## src/rtl/lot_draw_tx_pkg.sv

```systemverilog
// Shared definitions for the lottery-core transmit driver (lot_draw_tx).
// Contents:
//   lot_tx_state_t - playback FSM states
//   lot_digit_t    - 4-bit BCD digit, bit 0 is the MSB to match the core's num[0:3]
//   LOT_BCD_MAX    - largest legal digit value
//   LOT_LFSR_SEED / LOT_LFSR_TAPS - reset value and feedback mask of the draw LFSR
//   lot_fold_bcd() - folds a 4-bit value into 0..9
package lot_pkg;

  typedef enum logic [2:0] {
    ST_IDLE,
    ST_SEND,
    ST_GAP,
    ST_FIM,
    ST_FIMJ
  } lot_tx_state_t;

  typedef logic [0:3] lot_digit_t;

  localparam lot_digit_t LOT_BCD_MAX = 4'd9;

  // x^8 + x^6 + x^5 + x^4 + 1 : feedback from bits 7, 5, 4, 3 of a left-shifting register.
  localparam logic [7:0] LOT_LFSR_SEED = 8'hA5;
  localparam logic [7:0] LOT_LFSR_TAPS = 8'hB8;

  // 10..15 map to 4..9 so every nibble gives a legal digit.
  function automatic lot_digit_t lot_fold_bcd(input logic [3:0] n);
    return (n > 4'd9) ? lot_digit_t'(n - 4'd6) : lot_digit_t'(n);
  endfunction

endpackage

```

## src/rtl/lot_draw_tx_if.sv

```systemverilog
// Loader/core-side bundle of lot_draw_tx.
//   master : loader side   - drives load, load_data, start; observes the rest
//   slave  : lot_draw_tx   - consumes load/start, drives num, insere, fim,
//                            fim_jogo, busy, done, err
interface lot_draw_tx_if;
  import lot_pkg::*;

  logic       load;
  lot_digit_t load_data;
  logic       start;
  lot_digit_t num;
  logic       insere;
  logic       fim;
  logic       fim_jogo;
  logic       busy;
  logic       done;
  logic       err;

  modport master (
    output load, load_data, start,
    input  num, insere, fim, fim_jogo, busy, done, err
  );

  modport slave (
    input  load, load_data, start,
    output num, insere, fim, fim_jogo, busy, done, err
  );

endinterface

```

## src/rtl/lot_lfsr8.sv

```systemverilog
// 8-bit Fibonacci LFSR used as the random draw source of lot_draw_tx.
// Ports:
//   clk   - rising-edge clock; the register advances every cycle
//   reset - synchronous, active-low; loads LOT_LFSR_SEED
//   q     - current register value
module lot_lfsr8
  import lot_pkg::*;
(
  input  logic       clk,
  input  logic       reset,
  output logic [7:0] q
);

  always_ff @(posedge clk) begin
    if (!reset) begin
      q <= LOT_LFSR_SEED;
    end else begin
      q <= {q[6:0], ^(q & LOT_LFSR_TAPS)};
    end
  end

endmodule

```

## src/rtl/lot_draw_tx.sv

```systemverilog
// Transmit driver for the lottery core's number-entry inputs. Buffers a full
// draw of BCD digits and plays it out as insere / fim / fim_jogo strobes,
// each followed by GAP idle cycles.
// Ports:
//   clk   - sole clock, rising edge
//   reset - synchronous, active-low
//   bus   - lot_draw_tx_if.slave: load, load_data, start in;
//           num, insere, fim, fim_jogo, busy, done, err out (all registered)
// Optional feature: define LOT_DRAW_LFSR_EN to play a pseudo-random draw
// when start arrives with an empty buffer (instantiates lot_lfsr8).
module lot_draw_tx
  import lot_pkg::*;
#(
  parameter int PLAYERS         = 2,
  parameter int NUMS_PER_PLAYER = 5,
  parameter int GAP             = 3
) (
  input logic          clk,
  input logic          reset,
  lot_draw_tx_if.slave bus
);

  localparam int DEPTH = PLAYERS * NUMS_PER_PLAYER;
  localparam int CW    = $clog2(DEPTH + 1);
  localparam int DW    = $clog2(NUMS_PER_PLAYER + 1);

  localparam logic [CW-1:0] FULL     = CW'(DEPTH);
  localparam logic [DW-1:0] LAST_DIG = DW'(NUMS_PER_PLAYER);
  localparam logic [3:0]    GAP_LOAD = 4'(GAP - 1);

  lot_tx_state_t state;
  logic [CW-1:0] cnt;       // digits written
  logic [CW-1:0] idx;       // digits sent this game
  logic [DW-1:0] dig;       // digits sent for the current player
  logic [3:0]    gcnt;      // remaining gap cycles minus one
  logic          fim_sent;  // the running gap follows a fim strobe
  lot_digit_t    mem [DEPTH];

  lot_digit_t next_digit;
  logic       start_empty;
  logic       load_ok;
  logic       start_ok;
  logic       go_send;

`ifdef LOT_DRAW_LFSR_EN
  logic [7:0] lfsr_q;
  logic       rnd;          // current game plays from the LFSR

  lot_lfsr8 u_lfsr (
    .clk   (clk),
    .reset (reset),
    .q     (lfsr_q)
  );

  assign start_empty = (cnt == '0);
  // In IDLE the game has not begun, so the source is chosen from cnt directly.
  assign next_digit  = ((state == ST_IDLE) ? start_empty : rnd)
                       ? lot_fold_bcd(lfsr_q[3:0]) : mem[idx];
`else
  assign start_empty = 1'b0;
  assign next_digit  = mem[idx];
`endif

  assign load_ok  = (state == ST_IDLE) && bus.load &&
                    (bus.load_data <= LOT_BCD_MAX) && (cnt != FULL);
  assign start_ok = (cnt == FULL) || start_empty;

  // Every entry into SEND: from IDLE on an accepted start, or at the end of a
  // gap when either this player has digits left or another player follows.
  assign go_send = ((state == ST_IDLE) && bus.start && start_ok) ||
                   ((state == ST_GAP) && (gcnt == '0) &&
                    (fim_sent ? (idx != FULL) : (dig != LAST_DIG)));

  // NOTE: the digit store has no reset; cnt alone marks which entries are valid.
  always_ff @(posedge clk) begin
    if (load_ok) begin
      mem[cnt] <= bus.load_data;
    end
  end

  // NOTE: non-blocking assignments throughout, so later assignments in this
  // block override the defaults above them within the same edge.
  always_ff @(posedge clk) begin
    if (!reset) begin
      state        <= ST_IDLE;
      cnt          <= '0;
      idx          <= '0;
      dig          <= '0;
      gcnt         <= '0;
      fim_sent     <= 1'b0;
      bus.num      <= '0;
      bus.insere   <= 1'b0;
      bus.fim      <= 1'b0;
      bus.fim_jogo <= 1'b0;
      bus.busy     <= 1'b0;
      bus.done     <= 1'b0;
      bus.err      <= 1'b0;
`ifdef LOT_DRAW_LFSR_EN
      rnd          <= 1'b0;
`endif
    end else begin
      bus.insere   <= 1'b0;
      bus.fim      <= 1'b0;
      bus.fim_jogo <= 1'b0;
      bus.done     <= 1'b0;

      if ((state != ST_IDLE) && bus.load) begin
        bus.err <= 1'b1;
      end

      unique case (state)
        ST_IDLE: begin
          // start is judged on the pre-load cnt; a rejected load written
          // after it keeps err set.
          if (bus.start) begin
            if (start_ok) begin
              bus.busy <= 1'b1;
              bus.err  <= 1'b0;
`ifdef LOT_DRAW_LFSR_EN
              rnd      <= start_empty;
`endif
            end else begin
              bus.err <= 1'b1;
            end
          end
          if (bus.load) begin
            if (load_ok) begin
              cnt <= cnt + 1'b1;
            end else begin
              bus.err <= 1'b1;
            end
          end
        end
        ST_SEND: begin
          state    <= ST_GAP;
          gcnt     <= GAP_LOAD;
          fim_sent <= 1'b0;
        end
        ST_GAP: begin
          if (gcnt != '0) begin
            gcnt <= gcnt - 1'b1;
          end else if (fim_sent && (idx == FULL)) begin
            state        <= ST_FIMJ;
            bus.fim_jogo <= 1'b1;
            bus.done     <= 1'b1;
          end else if (!fim_sent && (dig == LAST_DIG)) begin
            state   <= ST_FIM;
            bus.fim <= 1'b1;
          end
        end
        ST_FIM: begin
          state    <= ST_GAP;
          gcnt     <= GAP_LOAD;
          fim_sent <= 1'b1;
        end
        ST_FIMJ: begin
          state    <= ST_IDLE;
          bus.busy <= 1'b0;
          cnt      <= '0;
          idx      <= '0;
        end
        default: state <= ST_IDLE;
      endcase

      if (go_send) begin
        state      <= ST_SEND;
        bus.insere <= 1'b1;
        bus.num    <= next_digit;
        idx        <= idx + 1'b1;
        dig        <= ((state == ST_IDLE) || fim_sent) ? DW'(1) : dig + 1'b1;
      end
    end
  end

endmodule

```

## src/flat_wrapper.sv

```systemverilog
// flat-port wrapper written by rule: the top's interface ports become plain ports
module lot_draw_tx_flat import lot_pkg::*;
#(
  parameter int PLAYERS         = 2,
  parameter int NUMS_PER_PLAYER = 5,
  parameter int GAP             = 3
)
  (clk, reset, bus_load, bus_load_data, bus_start, bus_num, bus_insere, bus_fim, bus_fim_jogo, bus_busy, bus_done, bus_err);
  lot_draw_tx_if bus_i ();
  input logic clk;
  input logic reset;
  input wire logic [$bits(bus_i.load)-1:0] bus_load;
  input wire logic [$bits(bus_i.load_data)-1:0] bus_load_data;
  input wire logic [$bits(bus_i.start)-1:0] bus_start;
  output wire logic [$bits(bus_i.num)-1:0] bus_num;
  output wire logic [$bits(bus_i.insere)-1:0] bus_insere;
  output wire logic [$bits(bus_i.fim)-1:0] bus_fim;
  output wire logic [$bits(bus_i.fim_jogo)-1:0] bus_fim_jogo;
  output wire logic [$bits(bus_i.busy)-1:0] bus_busy;
  output wire logic [$bits(bus_i.done)-1:0] bus_done;
  output wire logic [$bits(bus_i.err)-1:0] bus_err;
  assign bus_i.load = bus_load;
  assign bus_i.load_data = bus_load_data;
  assign bus_i.start = bus_start;
  assign bus_num = bus_i.num;
  assign bus_insere = bus_i.insere;
  assign bus_fim = bus_i.fim;
  assign bus_fim_jogo = bus_i.fim_jogo;
  assign bus_busy = bus_i.busy;
  assign bus_done = bus_i.done;
  assign bus_err = bus_i.err;
  lot_draw_tx #(.PLAYERS(PLAYERS), .NUMS_PER_PLAYER(NUMS_PER_PLAYER), .GAP(GAP)) u_core (.clk(clk), .reset(reset), .bus(bus_i));
endmodule
```

## config.mk

```make
export PLATFORM = sky130hd
export DESIGN_NAME = lot_draw_tx_flat
export DESIGN_NICKNAME = d
export VERILOG_FILES = /design/src/rtl/lot_draw_tx_pkg.sv /design/src/rtl/lot_draw_tx_if.sv /design/src/rtl/lot_lfsr8.sv /design/src/rtl/lot_draw_tx.sv /design/src/flat_wrapper.sv
export SDC_FILE = /design/constraint.sdc
export NUM_CORES = 1
export LEC_CHECK = 0
export BUFFER_PORTS_ARGS = -buffer_cell sky130_fd_sc_hd__buf_2
export CELL_PAD_IN_SITES_DETAIL_PLACEMENT = 1
export CELL_PAD_IN_SITES_GLOBAL_PLACEMENT = 2
export CORE_ASPECT_RATIO = 1.1
export CORE_MARGIN = 5
export CORE_UTILIZATION = 42
export DETAILED_ROUTE_END_ITERATION = 8
export GPL_ROUTABILITY_DRIVEN = 1
export PLACE_DENSITY = 0.85
export SYNTH_ARGS = -nofsm -noshare
export SYNTH_HDL_FRONTEND = slang
export SYNTH_SLANG_ARGS = --single-unit
```

## constraint.sdc

```tcl
create_clock -name clk -period 2.35 [get_ports clk]
set_input_delay 0.3525 -clock clk [delete_from_list [all_inputs] [get_ports clk]]
set_output_delay 0.3525 -clock clk [all_outputs]
set_load 0.05 [all_outputs]
```

==> metrics.csv <==
stage,metric,value,unit
cells_and_area,layout cell share with drive strength beyond 1,16.22,%
clocking,clk sinks,68,
sta,fin. max-slew vios,0,
floorplanning,Starting Density,42.93,%
clocking,CTS buffer count,9,
clocking,clock buffer depth,2,
synth,largest family of logic cells by synthesized area,simple AND/OR/NAND/NOR gates,
sta,worst slew pin tran,0.4768,ns
placed_design,Placement Cell Area,3158,um2
cells_and_area,area occupied by multi-input gates,1134,um2
critical_path,critical path arrival,2.14,ns
synth,Synth Area per Inst,12.80,um2
synth,Mapped Area,3008,um2
synth,Synth Warn #,0,
critical_path,crit-path cells,inv_1 -> ha_1 -> nand3b_1 -> and4_1 -> and3_1 -> and2_1,
clocking,Post CTS Setup Buffer Count,0,
critical_path,Crit path largest cell delay,0.40,ns
placed_design,Final Wtd Congestion,0.7590,
route,Pre-antenna DRT Iters,4,
global_route,largest net degree at the start of global routing,18,
route,number of DRC markers in iteration 0,85,
clocking,CTS tree,done,
route,Via density,5.788,
power_and_ir_drop,maximum VDD drop,0.2707,mV
clocking,CTS root buffer,clkbuf_8,
outcome,status,"complete, no violations",
clocking,Clock Pin Slew Worst Setup and Hold Paths,0.07,ns
power_and_ir_drop,Net Sw Frac,21.08,%
route,Routed WL,6.758,mm
synth,cell count after synthesis,235,
route,DR vias,1991,
synth,simple-gate share of the synthesized area,14.56,%
critical_path,data required time of the worst path,2.37,ns
cells_and_area,Nets,272,
clocking,Worst-Skew Late Latency,0.34,ns
cells_and_area,register area,1762,um2
critical_path,crit path launch type,register,
synth,number of synthesized flops with an enable pin,40,
min_path,Hold Path Class,input pin to register,
sta,min Tclk post-route,2.120,ns
power_and_ir_drop,Pwr per Cell Area,677.9,nW/um2
critical_path,CP max FO,6,
route,Final ANT Viol Nets,0,
critical_path,Crit. End Element,register,
floorplanning,Die Y,98.76,um
power_and_ir_drop,Combinational Power Share,4.0,%
sta,Layout Skew,0.008908,ns
sta,final worst path period share,90.21,%
cells_and_area,cell area after layout,3331,um2
min_path,Hold Crit Endpoint,u_core.bus.busy$_SDFFE_PN0P_,
cells_and_area,antenna cells,0,
cells_and_area,# fillers,725,
critical_path,worst r2r path cells,6,
sta,endpoints failing setup,0,
critical_path,CP max stage cell,dfxtp_1,
synth,Post-synth top flop,edfxtp_1,
floorplanning,num rows,32,
clocking,H-tree depth,3,
sta,setup_tns,0,ns
floorplanning,core area,7007,um2
critical_path,worst r2r src,u_core.cnt[0]$_SDFFE_PN0P_,
synth,mux contribution to synthesized area,8.943,%
sta,Achievable Freq,471.7,MHz
floorplanning,Die Wd,90.69,um
global_route,vias in the first global route,2052,
sta,Slew HR,68.10,%
placed_design,dpl cells,329,
critical_path,Reg2Reg Setup Slack,0.23,ns
min_path,hold path depth,3,
power_and_ir_drop,Clock Power Share,39.1,%
critical_path,CP Class,register to register,
clocking,Post-CTS Hold Buffers,0,
synth,Synth Area in XOR/XNOR,0.8735,%
power_and_ir_drop,P_leak,1.209,nW
floorplanning,I/O pins,18,
placed_design,I/O Buffers,17,
sta,Hold Fails Final Rpt,0,
route,wire per inst,19.65,um
global_route,initial antenna violation count,0,
synth,syn_nets,252,
critical_path,reg-to-reg endpoint,u_core.mem[6][1]$_DFFE_PP_,
min_path,Hold Crit Start,bus_start,
power_and_ir_drop,switching pwr,0.4760,mW
route,DRC,0,
power_and_ir_drop,Int Pwr,1.782,mW
clocking,Resized Gates After CTS,0,
cells_and_area,synth-to-layout area growth,10.73,%
sta,unrepaired setup endpoints after global routing,false,
synth,asr flop ratio synth,0,%
synth,sequential fraction of the synthesis area,58.57,%
global_route,total grt overflow,0,
power_and_ir_drop,Seq pwr share,56.9,%
global_route,Global Route Usage Sum,16.06,%
job,max cap viols,0,
synth,Seq cells post-synth,68,
cells_and_area,Non-Filler Instances,344,
synth,library cells used by synthesis,49,
synth,Synth Area in Compound Gates,9.567,%
placed_design,post-detail-place hpwl,4.811,mm
cells_and_area,final core occ,47.54,%
global_route,first-pass GRT wire length,11.05,mm
floorplanning,die area,8956,um2
synth,Synth Area in Adders,3.744,%
-- critical path: cells and delay by family (launching register included) --
kind / cells / cell delay, ns
adders and majority gates: 1 / 0.26
and+or+nand+nor: 4 / 1.05
DFF: 1 / 0.40
buffers and inverters: 1 / 0.10
-- cell type report --
cell class,instances,area share (%)
multi-input combinational,145,34.03
tap,85,3.193
timing repair buffer,22,3.681
clock inverter,4,1.240
inverter,9,1.014
clock buffer,11,3.944
sequential,68,52.89
-- layout by cell type, fill, tap and decap left out, types with 3 or more instances in the layout --
master     n
nand4_1    4
ha_1       9
clkbuf_8   9
mux4_2     6
nor2_1    13
and3_1     4
nand3b_1   3
and2_1     8
dfxtp_1   28
a211o_1    4
a21oi_1    8
nand2_1   10
nor3_1     5
a31oi_1    5
a32o_1     4
nor2b_1    4
buf_4      5
buf_2     17
mux2i_1    7
inv_1      9
clkinv_1   3
a221oi_1   4
o21ai_0    7
edfxtp_1  40
nand3_1   10
-- how the worst max path moves through the flow --
stage | cells after the start | start | end | slack, ns
6_report | 6 | u_core.cnt[0]$_SDFFE_PN0P_ | u_core.mem[6][1]$_DFFE_PP_ | 0.23
5_1_grt | 6 | u_core.cnt[0]$_SDFFE_PN0P_ | u_core.mem[6][0]$_DFFE_PP_ | 0.10
4_1_cts | 6 | u_core.cnt[0]$_SDFFE_PN0P_ | u_core.mem[6][1]$_DFFE_PP_ | 0.22
3_5_place_dp | 5 | bus_load_data[2] | u_core.mem[6][0]$_DFFE_PP_ | 0.21
3_3_place_gp | 5 | bus_load_data[2] | u_core.mem[6][2]$_DFFE_PP_ | 0.29
2_1_floorplan | 9 | u_core.idx[0]$_SDFFE_PN0P_ | u_core.bus.num[1]$_SDFFE_PN0P_ | 0.59
-- metrics by stage --
| stage | hold slack [ns] | total power, mW | setup WS [ns] |
|---|---|---|---|
| 2_1_floorplan | 0.4514 | 1.363 | 0.5879 |
| 3_3_place_gp | 0.4607 | 1.398 | 0.2881 |
| 3_5_place_dp | 0.4645 | 1.402 | 0.2132 |
| 4_1_cts | 0.2985 | 2.271 | 0.2159 |
| 5_1_grt | 0.3297 | 2.335 | 0.1004 |
| 6_report | 0.3095 | 2.258 | 0.2299 |
-- cells in the mapped netlist (all sizes together), types with 2 or more instances --
cell | count | share of area (%)
or2 | 2 | 0.42
nor2b | 4 | 0.83
a31oi | 5 | 1.0
and2 | 8 | 1.7
buf | 7 | 1.9
o2111ai | 2 | 0.58
dfxtp | 28 | 19
inv | 9 | 1.1
nand4 | 4 | 0.83
o21ai | 7 | 1.2
nand2b | 2 | 0.42
nor2 | 13 | 1.6
nand3 | 10 | 1.7
mux4 | 8 | 6.2
a221oi | 4 | 1.2
nor3 | 6 | 1.4
mux2i | 7 | 2.3
a21o | 2 | 0.50
xor2 | 2 | 0.58
a211o | 4 | 1.2
and3 | 4 | 0.83
a32o | 4 | 1.3
ha | 9 | 3.7
a21oi | 8 | 1.3
nand2 | 10 | 1.2
clkbuf | 6 | 0.75
and4 | 2 | 0.58
nand3b | 3 | 0.75
edfxtp | 40 | 40
-- layer usage --
metal,up-vias,routed length (um),GRT usage [%]
li1,936,-,-
met1,1009,3151,21.33
met2,37,3211,25.27
met3,9,303,4.504
met4,0,92,5.613
met5,-,0,0
-- registers in the layout, summed over array words and instances (netlist names), 3 cells and up --
| name | flops |
|---|---|
| u_core.bus.num | 4 |
| u_core.idx | 4 |
| u_core.gcnt | 4 |
| u_core.state | 3 |
| u_core.dig | 3 |
| u_core.cnt | 4 |
| u_core.mem | 40 |
-- kinds of logic (layout without fill, tap and decap cells) --
logic type | Yosys count | after routing
compound gates | 41 | 41
mux | 16 | 16
buf+inv | 22 | 46
flops | 68 | 68
xor+xnor | 3 | 3
fa+ha+maj | 9 | 9
simple gates | 76 | 76
-- power by group through the flow --
| stage | Combinational, mW | Sequential, mW | Clock, mW |
|---|---|---|---|
| global placement | 0.0876 | 1.31 | 0 |
| CTS | 0.0910 | 1.29 | 0.894 |
| global route | 0.101 | 1.29 | 0.949 |
| detailed placement | 0.0904 | 1.31 | 0 |
| finish | 0.0898 | 1.29 | 0.882 |
| floorplan | 0.0491 | 1.31 | 0 |
(Power assumes the default switching activity.)
